===== config.mk =====
export PLATFORM = sky130hd
export DESIGN_NAME = sp_port_arbiter
export DESIGN_NICKNAME = d
export VERILOG_FILES = /design/src/rtl/sp_port_arbiter.sv
export SDC_FILE = /design/constraint.sdc
export NUM_CORES = 1
export LEC_CHECK = 0
export CAP_MARGIN = 10
export CORE_MARGIN = 5
export CORE_UTILIZATION = 24
export CTS_CLUSTER_SIZE = 16
export DETAILED_ROUTE_END_ITERATION = 10
export PLACE_DENSITY = 0.67
export SLEW_MARGIN = 10
export SYNTH_ARGS = -nofsm -noshare
export SYNTH_HDL_FRONTEND = slang
export SYNTH_SLANG_ARGS = --single-unit

===== constraint.sdc =====
create_clock -name clk_i -period 1.8 [get_ports clk_i]
set_input_delay 0.36 -clock clk_i [delete_from_list [all_inputs] [get_ports clk_i]]
set_output_delay 0.36 -clock clk_i [all_outputs]
set_load 0.02 [all_outputs]

===== src/rtl/sp_port_arbiter.sv =====
// Two-requester arbiter for the single register-file port: IDLE -> GNT (access) -> ACK (pulse).
// Ties go to requester 1 unless SP_ARB_ROUND_ROBIN_EN is defined, which alternates on the last winner.
module sp_port_arbiter #(
    parameter int DATA_WIDTH = 8,
    parameter int BUS_WIDTH  = 16,
    parameter int ADDR_WIDTH = 32,
    parameter int STRB_WIDTH = BUS_WIDTH / DATA_WIDTH
) (
    input  logic                  clk_i,
    input  logic                  rst_i,
    input  logic [1:0]            req_i,
    input  logic [1:0]            we_i,
    input  logic [ADDR_WIDTH-1:0] addr0_i,
    input  logic [ADDR_WIDTH-1:0] addr1_i,
    input  logic [BUS_WIDTH-1:0]  wdata0_i,
    input  logic [BUS_WIDTH-1:0]  wdata1_i,
    input  logic [STRB_WIDTH-1:0] strb0_i,
    input  logic [STRB_WIDTH-1:0] strb1_i,
    input  logic                  lock_i,
    input  logic [BUS_WIDTH-1:0]  mem_rdata_i,
    output logic                  mem_en_o,
    output logic                  mem_we_o,
    output logic [ADDR_WIDTH-1:0] mem_addr_o,
    output logic [BUS_WIDTH-1:0]  mem_wdata_o,
    output logic [STRB_WIDTH-1:0] mem_strb_o,
    output logic [1:0]            gnt_o,
    output logic [1:0]            ack_o,
    output logic [BUS_WIDTH-1:0]  rdata_o,
    output logic                  busy_o
);

    typedef enum logic [1:0] {
        ST_IDLE = 2'd0,
        ST_GNT  = 2'd1,
        ST_ACK  = 2'd2
    } state_t;

    state_t                 state_q, state_d;
    logic                   owner_q, owner_d;
    logic [1:0]             gnt_q, gnt_d;
    logic [1:0]             ack_q, ack_d;
    logic                   busy_q, busy_d;
    logic [BUS_WIDTH-1:0]   rdata_q, rdata_d;

    logic [1:0]             eligible;
    logic                   tie_pick;
    logic                   sel_we;
    logic [ADDR_WIDTH-1:0]  sel_addr;
    logic [BUS_WIDTH-1:0]   sel_wdata;
    logic [STRB_WIDTH-1:0]  sel_strb;

`ifdef SP_ARB_ROUND_ROBIN_EN
    logic                   last_q, last_d;
    assign tie_pick = ~last_q;
`else
    assign tie_pick = 1'b1;
`endif

    function automatic logic [1:0] onehot(input logic idx);
        return idx ? 2'b10 : 2'b01;
    endfunction

    function automatic logic pick(input logic [1:0] elig, input logic tie);
        return (elig == 2'b11) ? tie : elig[1];
    endfunction

    // The lock only masks new selections; an access already owned by requester 0 runs to completion.
    assign eligible  = req_i & {1'b1, ~lock_i};

    assign sel_we    = owner_q ? we_i[1]  : we_i[0];
    assign sel_addr  = owner_q ? addr1_i  : addr0_i;
    assign sel_wdata = owner_q ? wdata1_i : wdata0_i;
    assign sel_strb  = owner_q ? strb1_i  : strb0_i;

    always_comb begin
        state_d = state_q;
        owner_d = owner_q;
        gnt_d   = gnt_q;
        ack_d   = 2'b00;
        busy_d  = busy_q;
        rdata_d = rdata_q;
`ifdef SP_ARB_ROUND_ROBIN_EN
        last_d  = last_q;
`endif
        unique case (state_q)
            ST_IDLE: begin
                if (|eligible) begin
                    owner_d = pick(eligible, tie_pick);
                    state_d = ST_GNT;
                    gnt_d   = onehot(owner_d);
                    busy_d  = 1'b1;
`ifdef SP_ARB_ROUND_ROBIN_EN
                    last_d  = owner_d;
`endif
                end
            end
            ST_GNT: begin
                state_d = ST_ACK;
                ack_d   = onehot(owner_q);
                if (!sel_we) begin
                    rdata_d = mem_rdata_i;
                end
            end
            ST_ACK: begin
                // The finishing owner still holds req this cycle, so only the other side is considered.
                if (eligible[~owner_q]) begin
                    owner_d = ~owner_q;
                    state_d = ST_GNT;
                    gnt_d   = onehot(~owner_q);
                    busy_d  = 1'b1;
`ifdef SP_ARB_ROUND_ROBIN_EN
                    last_d  = ~owner_q;
`endif
                end else begin
                    state_d = ST_IDLE;
                    gnt_d   = 2'b00;
                    busy_d  = 1'b0;
                end
            end
            default: begin
                state_d = ST_IDLE;
                gnt_d   = 2'b00;
                busy_d  = 1'b0;
            end
        endcase
    end

    always_ff @(posedge clk_i) begin
        if (rst_i) begin
            state_q <= ST_IDLE;
            owner_q <= 1'b0;
            gnt_q   <= 2'b00;
            ack_q   <= 2'b00;
            busy_q  <= 1'b0;
            rdata_q <= '0;
`ifdef SP_ARB_ROUND_ROBIN_EN
            last_q  <= 1'b1;
`endif
        end else begin
            state_q <= state_d;
            owner_q <= owner_d;
            gnt_q   <= gnt_d;
            ack_q   <= ack_d;
            busy_q  <= busy_d;
            rdata_q <= rdata_d;
`ifdef SP_ARB_ROUND_ROBIN_EN
            last_q  <= last_d;
`endif
        end
    end

    assign mem_en_o    = (state_q == ST_GNT);
    assign mem_we_o    = mem_en_o & sel_we;
    assign mem_addr_o  = mem_en_o ? sel_addr  : '0;
    assign mem_wdata_o = mem_en_o ? sel_wdata : '0;
    assign mem_strb_o  = mem_en_o ? sel_strb  : '0;

    assign gnt_o   = gnt_q;
    assign ack_o   = ack_q;
    assign busy_o  = busy_q;
    assign rdata_o = rdata_q;

endmodule


==> results of run 1 <==
state kept, by name (all words and copies together), names as in the netlist:
register / count
rdata_o: 16
state_q: 2
busy_o: 1
ack_o: 2
owner_q: 1
gnt_o: 2
layout make-up:
class	count	area share, %
tap	99	3.068
multi-input combinational	174	30.71
timing repair buffer	220	52.28
inverter	2	0.1859
sequential	24	11.99
clock buffer	3	1.023
clock inverter	1	0.7437
routing by layer:
metal	wire length [um]	share of wire, %	vias to the layer above	global-route usage [%]
met1	3024	39	983	17.56
met4	116	1.5	0	3.672
met3	749	9.6	8	5.827
met5	0	0	-	0
li1	-	-	1133	-
met2	3891	50	114	28.50
synthesized netlist by cell type, drive strengths merged:
library cell | count | area (um2)
mux2i | 67 | 670.6
nor2 | 52 | 195.2
nand2b | 35 | 219.0
dfxtp | 24 | 480.5
buf | 10 | 81.33
clkbuf | 8 | 30.03
a21oi | 3 | 15.01
nand2 | 3 | 11.26
nor2b | 3 | 21.27
and2 | 2 | 12.51
inv | 2 | 7.510
nand3b | 2 | 15.01
a21boi | 1 | 7.510
a31oi | 1 | 6.260
nor3 | 1 | 5.000
o21a | 1 | 7.510
o41ai | 1 | 16.27
or3 | 1 | 6.260
or3b | 1 | 8.760
tightest hold or removal path, delay by kind of cell (launching register included):
kind,cells,cell delay [ns]
flip-flops,1,0.32
AND/OR/NAND/NOR,1,0.06
multiplexers,1,0.05
repair_timing:
action / in CTS / in global routing
setup endpoints to repair: 52 / 46
hold endpoints to repair: 0 / 0
pin swaps: 0 / 2
setup buffers: 6 / 4
cloned: 6 / 0
gates resized for setup: 206 / 27
logic make-up (layout without fill, tap and decap cells):
group	after synthesis	in the layout	synth area share [%]
AND/OR/NAND/NOR	100	100	27.20
buffers and inverters	20	226	6.543
multiplexers	67	67	36.91
flip-flops	24	24	26.45
AO/OA/AOI/OAI	7	7	2.893
through the flow:
| step | area, um2 | hold slack (ns) | total power [mW] | instances | utilization (%) |
|---|---|---|---|---|---|
| floorplan | 1817 | 0.5039 | 1.000 | 218 | - |
| global placement | 3938 | 0.4570 | 1.528 | 506 | 53.71 |
| detailed placement | 3938 | 0.4658 | 1.537 | 506 | 53.71 |
| CTS | 4089 | 0.4790 | 2.077 | 522 | 55.78 |
| global route | 4038 | 0.5004 | 2.147 | 523 | 55.08 |
| finish | 4038 | 0.4756 | 2.041 | 523 | 55.08 |
power by group through the flow:
stage                     Clock [mW]  Combinational (mW)  Sequential, mW
after detailed placement           0               0.947           0.589
final                          0.472               0.993           0.576
after CTS                      0.484                1.01           0.585
after floorplan                    0               0.387           0.614
after global placement             0               0.940           0.588
after global routing           0.504                1.06           0.580
final timing paths:
kind                                  endpoint  slack [ns]
worst max-delay path            mem_wdata_o[7]        0.02
worst min register to register      rdata_o[1]        0.48
worst min-delay path                rdata_o[1]        0.48
worst max register to register     rdata_o[14]        0.24
layout by cell type, fill, tap and decap left out, drive strengths merged, types with 2 or more instances in the layout:
master	Yosys	routed
inv	2	2
mux2i	67	67
dfxtp	24	24
clkdlybuf4s50	0	143
nand2	3	3
clkbuf	8	3
nand3b	2	2
nand2b	35	35
a21oi	3	3
nor2	52	52
nor2b	3	3
buf	10	75
and2	2	2
==> results.md, run 1 <==
Power and ir drop:
- The worst vdd rail ir drop is roughly 0.0004 V.
- Per report_power, the combinational group accounts for between 40% and 50% of the total.
- Dividing total power by cell area gives a power density of just over 500 nW/um2.
- Internal power comes to roughly 1.4 mW.
- Per report_power, the sequential group accounts for between 20 and 30% of the total.
- Summed over all cells, the static leakage comes to ~1.7 nW.
- The clock network power share is between 20% and 30%.
- The switching share of power is between 20% and 30%.
- The analysis attributes to net switching a power of between 0.5 and 0.6 mW.

Timing:
- The hold violation total from the final report is 0.
- For the pin with the worst max-slew slack, the measured transition is between 0.3 and 0.4 ns.
- Derived from the worst setup path, the maximum achievable clock frequency is 562.9 MHz.
- The number of pins exceeding their max-slew limit in the final report was 0.
- The time the worst path needs with I/O delays and setup is between 1.5 and 2 ns.
- Dividing the final minimum period by the clock period gives between 90% and 100%.
- The final critical-path setup slack is roughly 0.023 ns.
- Headroom to the max-slew limit came out at between 70% and 80%.
- Setup repair after global routing could not meet its margin everywhere.
- The count of endpoints failing setup in the final report is 0.
- The post-route setup TNS is 0 ns.
- The worst setup skew after layout is a little over 0.004 ns.

Critical path:
- The startpoint-to-endpoint class of the critical path is flip-flop to primary output.
- The launch instance of the worst register-to-register path is owner_q.
- In this design, the largest share of critical-path delay is due to buffers and inverters.
- Of all nets on the critical path, the largest fanout is 5.
- The number of cells on the worst reg-to-reg path is 6.
- On the worst path, the slowest cell contributes a delay of between 0.3 and 0.4 ns.
- The worst setup path is launched from a flip-flop.
- On the critical path, the stage with the largest delay is an instance of sky130_fd_sc_hd__dfxtp_4.
- Data on the critical path is required at its endpoint by roughly 1.4 ns.
- The count of buffer and inverter cells on the critical path is 4.
- The critical path capture point type is a primary output.
- The launch point of the critical path is owner_q.
- Among the stages of the critical path, the cell type that occurs most often is sky130_fd_sc_hd__buf_4.
- The critical path arrival is about 1.4 ns.
- The critical path goes through buf_4 -> buf_12 -> buf_16 -> mux2i_1 -> nor2_1 -> buf_4.
- The critical path crosses 6 cells after its start point.

GRT:
- The first global-routing pass estimated around 12 mm of wire.
- Entering global routing, the biggest net connects 29 pins.
- The final global-route overflow total is 0.
- The number of global-route vias before repair is 2415.
- For this run, the total global-route usage over all layers was measured as between 15 and 20%.
- The initial antenna violation count is 0.

Cells and area:
- Compared with the post-synthesis result, the final layout area differs by 122.2%.
- The multi-input combinational cells in the finished layout cover a total of about 1200 um2.
- Registers take 484.2 um2.
- The post-route netlist has 20.52% of its cells at a drive strength greater than 1.
- The number of fill cells in the layout is 675.
- The total inserted antenna cells is 0.
- In the final design database the tool counted 548 nets.

Synthesis:
- Yosys mapped the design onto 23 distinct sky130hd cell types.
- The post-synthesis cell area is 1817 um2.
- The synthesized net count is around 340.
- During synthesis, Yosys emitted a total of 0 warnings.
- The synthesized design contains 24 register bits.
- Averaged over all synthesized cells, the footprint is roughly 8.3 um2.
- Synthesis produced a netlist whose cell count is between 200 and 250.
- Sequential cells were found to cover between 20% and 30% of the synthesized design area.

Clocking:
- TritonCTS built the clock tree.
- The number of hold buffers added after cts is 0.
- CTS built an H-tree with a depth of 1.
- For this design, the sink count on the clock tree is 24.
- The clock root buffer is sky130_fd_sc_hd__clkbuf_8.
- The worst-skew pair later-pin latency is between 0.2 and 0.3 ns.
- The TritonCTS buffer count is 3.
- Clock-pin slew was measured on the worst setup and hold paths at 0.09 ns.
- No sink is reached through more buffers than the 2 on the longest clock path.

Drt:
- The number of design rule violations left after detail routing is 0.
- The count of TritonRoute iterations in the first routing pass is 4.
- The per-cell via count in the routed design is 4.279.
- The count of routing violations after the opening detailed-route iteration is 36.
- The detail route stage leaves a number of antenna-violating nets equal to 0.
- The total wire length after detailed routing is ~7.8 mm.
- The wire length per cell is approximately 15 um.
- The via count of the routed design is about 2200.

Floorplan:
- The initial cell density of the core is between 20% and 30%.
- The die outline area is 9410 um2.
- Measured along the x axis, the die boundary spans about 97 um.
- The floorplan has 31 rows.
- The area of the core is approximately 7300 um2.
- During I/O placement, the number of pins put on the boundary was between 150 and 200.
- The vertical extent of the die is 97.01 um.

Min path:
- The startpoint identified for the worst hold timing path is rdata_o[1].
- The min-delay analysis places its worst path in the category flip-flop to flip-flop.
- The count of cells along the worst hold path is 2.

Run:
- Max-cap violations in this run came to 0.

Placed design:
- The placer congestion estimate is roughly 0.74.
- Detailed placement ended at an HPWL of roughly 6.2 mm.
- The count of port buffers added during placement is between 150 and 200.
- Prior to clock tree synthesis, the placed netlist has a worst setup slack of -0.2864 ns.

Outcome:
- The flow ran to the end, and the final reports show no timing, DRC or antenna violations.
(Power assumes the default switching activity.)
==> run 2: changes to the inputs <==
--- a/config.mk
+++ b/config.mk
@@ -11,6 +11,7 @@
 export CTS_CLUSTER_SIZE = 16
 export DETAILED_ROUTE_END_ITERATION = 10
 export PLACE_DENSITY = 0.67
+export SETUP_SLACK_MARGIN = 0.3
 export SLEW_MARGIN = 10
 export SYNTH_ARGS = -nofsm -noshare
 export SYNTH_HDL_FRONTEND = slang
==> run 2 against run 1 <==
  * Clock-buffer cell count did not move
  * Clock skew increased by 0.0044 ns
  * Routed wire length up 8.0%
  * Final area is 8.8% higher
  * Highest routed layer unchanged
  * Total power is 6.3% higher
  * Register-to-register slack better by 0.08 ns
  * Critical path type unchanged
  * Non-clock buffer count increased by 4
==> results.md, run 2 (synthesis results as in run 1) <==
Min path:
- The tightest min-delay check is of the flip-flop to flip-flop type.

Timing:
- Setup repair after global routing could not meet its margin everywhere.
- The achievable frequency is 568.5 MHz (+1.0%).
- The hold violation total from the final report was 0 (unchanged).
- The count of endpoints failing setup in the final report is 0 (unchanged).
- The number of pins exceeding their max-slew limit in the final report is 0 (unchanged).
- The share of the clock period used by the worst path after layout is 97.72% (-0.99 points).
- The worst setup skew after layout is 0.008440 ns (+0.004383 ns).
- The relative max-transition margin is 72.78% (-1.2 points).
- The worst-margin pin slew is 0.4070 ns (+0.01761 ns).
- The post-route setup TNS is 0 ns (unchanged).
- The time the worst path needs with I/O delays and setup is 1.759 ns (-0.01775 ns).

Floorplan:
- The initial cell density of the core was 24.78% (unchanged).
- The x dimension of the die is 97.01 um (unchanged).
- The vertical extent of the die came to 97.01 um (unchanged).
- The number of cell rows is 31 (unchanged).
- The die outline area is 9410 um2 (unchanged).
- The area of the core is 7331 um2 (unchanged).
- The boundary pin count is 196 (unchanged).

Drt:
- The via count of the routed design is 2276 (+1.7%).
- The wire length per cell is 15.95 um (+7.2%).
- The total wire length after detailed routing came to 8.406 mm (+8.0%).
- The count of TritonRoute iterations in the first routing pass is 4 (unchanged).
- The per-cell via count in the routed design came to 4.319 (+0.93%).
- The count of antenna-violating nets left after detailed routing is 0 (unchanged).
- The number of design rule violations left after detail routing was 0 (unchanged).
- The count of routing violations after the opening detailed-route iteration is 50 (+39%).

Cells and area:
- The total inserted antenna cells came to 0 (unchanged).
- The library cells used most frequently in the layout, excluding fill and tap cells, are sky130_fd_sc_hd__clkdlybuf4s50_1 (121), sky130_fd_sc_hd__mux2i_1 (55), sky130_fd_sc_hd__nor2_1 (38).
- The layout-stage area growth over the synthesis result is 141.7%.
- The fraction of layout instances using a drive strength above 1 came to 28.50% (+8.0 points).
- The most frequent standard cell in the layout excluding fill and tap cells is sky130_fd_sc_hd__clkdlybuf4s50_1.
- The final layout net count is 552 (+0.73%).
- The number of fill cells in the layout is 649 (-3.9%).
- The number of flip-flops in the largest register was 16 (unchanged).
- The post-route non-filler standard cell count is 527 (+0.76%).

Clocking:
- The number of clock sinks is 24 (unchanged).
- The clock tree from TritonCTS is yes.
- The total number of H-tree levels is 1 (unchanged).
- The TritonCTS buffer count was 3 (unchanged).
- The clock transition time at the flip-flop clock pins of the worst setup and hold paths came to 0.09 ns (about the same).
- The worst-case clock buffer depth is 2 (unchanged).
- The cell sitting at the root of the clock tree is a sky130_fd_sc_hd__clkbuf_8.
- The worst-skew pair later-pin latency came to 0.26 ns (about the same).

Critical path:
- The critical path arrival is 1.40 ns (-0.02 ns).
- The capturing point of the worst reg2reg path is rdata_o[0].
- The highest net fanout along the worst path came to 7 (+2).
- The launch instance of the worst register-to-register path is owner_q.
- The required time at the worst-slack endpoint is 1.44 ns (about the same).
- The flop-to-flop setup slack was 0.32 ns (+0.08 ns).
- The critical path ends at mem_addr_o[26].
- The worst setup path is launched from a flip-flop.
- The worst setup path is captured at a primary output.
- The number of cells on the worst reg-to-reg path was 5 (-1).
- In this run the worst setup path begins at owner_q.
- The startpoint-to-endpoint class of the critical path is flip-flop to primary output.

Power and ir drop:
- The total power per unit cell area is 494.1 nW/um2 (-2.3%).
- The worst vdd rail ir drop is 0.0002298 V (-42%).
- The static power due to leakage is 1.885 nW (+11%).

GRT:
- The global routing usage summed across all routing layers is 15.82% (+0.020 points).
- The number of global-route vias before repair is 2364 (-2.1%).
- The final global-route overflow total is 0 (unchanged).
- The initial antenna violation count is 0 (unchanged).
- The largest net degree at the start of global routing was 21 (-28%).
- The first-pass GRT wire length is 12.25 mm (-0.67%).

Placed design:
- The instance count after placement with tap cells included is 504 (-0.40%).
- The count of port buffers added during placement came to 195 (unchanged).
- The detailed placement HPWL is 6.265 mm (+1.3%).
- The placer congestion estimate is 0.7333 (-0.48%).

Outcome:
- The flow ran to the end, and the final reports show no timing, DRC or antenna violations.

Run:
- The total of max-cap violations is 0 (unchanged).
## run 2: power breakdown
group          switching, mW  internal, mW  leakage, nW  total (mW)
registers             0.0206         0.559        0.197       0.579
logic                  0.451         0.675         1.65        1.13
clock network          0.168         0.297       0.0357       0.465
## run 2: how the worst min path moves through the flow
stage               slack [ns]         from           to  cells after the start
CTS                       0.48   rdata_o[1]   rdata_o[1]                      2
finish                    0.48  rdata_o[10]  rdata_o[10]                      2
global route              0.50  rdata_o[13]  rdata_o[13]                      2
floorplan                 0.50   state_q[1]     gnt_o[0]                      1
detailed placement        0.46   rdata_o[1]   rdata_o[1]                      2
global placement          0.46  rdata_o[14]  rdata_o[14]                      2
## run 2: critical path, cell delays in order, from the launching register on
cell and delay, ns:
sky130_fd_sc_hd__dfxtp_4 0.44, sky130_fd_sc_hd__buf_6 0.15, sky130_fd_sc_hd__clkbuf_16 0.15, sky130_fd_sc_hd__mux2i_1 0.18, sky130_fd_sc_hd__nor2_1 0.05, sky130_fd_sc_hd__buf_2 0.15
## run 2: stage by stage
| step | setup WS (ns) | area (um2) | hold WS [ns] | total power [mW] | utilization (%) |
|---|---|---|---|---|---|
| final | 0.04109 | 4392 | 0.4755 | 2.170 | 59.91 |
| after global routing | -0.04396 | 4392 | 0.4976 | 2.282 | 59.91 |
| after CTS | 0.03016 | 4096 | 0.4802 | 2.091 | 55.88 |
| after detailed placement | -0.1961 | 3953 | 0.4648 | 1.544 | 53.92 |
| after global placement | -0.1778 | 3953 | 0.4578 | 1.537 | 53.92 |
| after floorplan | 0.2709 | 1851 | 0.5039 | 1.014 | - |
## run 2: routing by layer
layer / vias to the layer above / GRT usage, % / wire (um)
li1: 1143 / - / -
met1: 1012 / 17.62 / 3135
met2: 111 / 29.35 / 4443
met3: 10 / 5.396 / 725
met4: 0 / 2.592 / 102
met5: - / 0 / 0
## run 2: what timing repair did
item                                    CTS  global route
setup buffers                             7             3
resized for setup                       265            54
gates cloned                              6             3
hold buffers                              0             0
pin swaps                                 0             5
endpoints found under the setup margin   90            69
## run 2: layout make-up
class	instances	area, um2	share of cell area, %
multi-input combinational	174	1369	31.17
clock inverter	1	30.03	0.6838
timing repair buffer	224	2330	53.05
clock buffer	3	41.29	0.9402
sequential	24	485.5	11.05
inverter	2	12.51	0.2849
tap	99	123.9	2.821
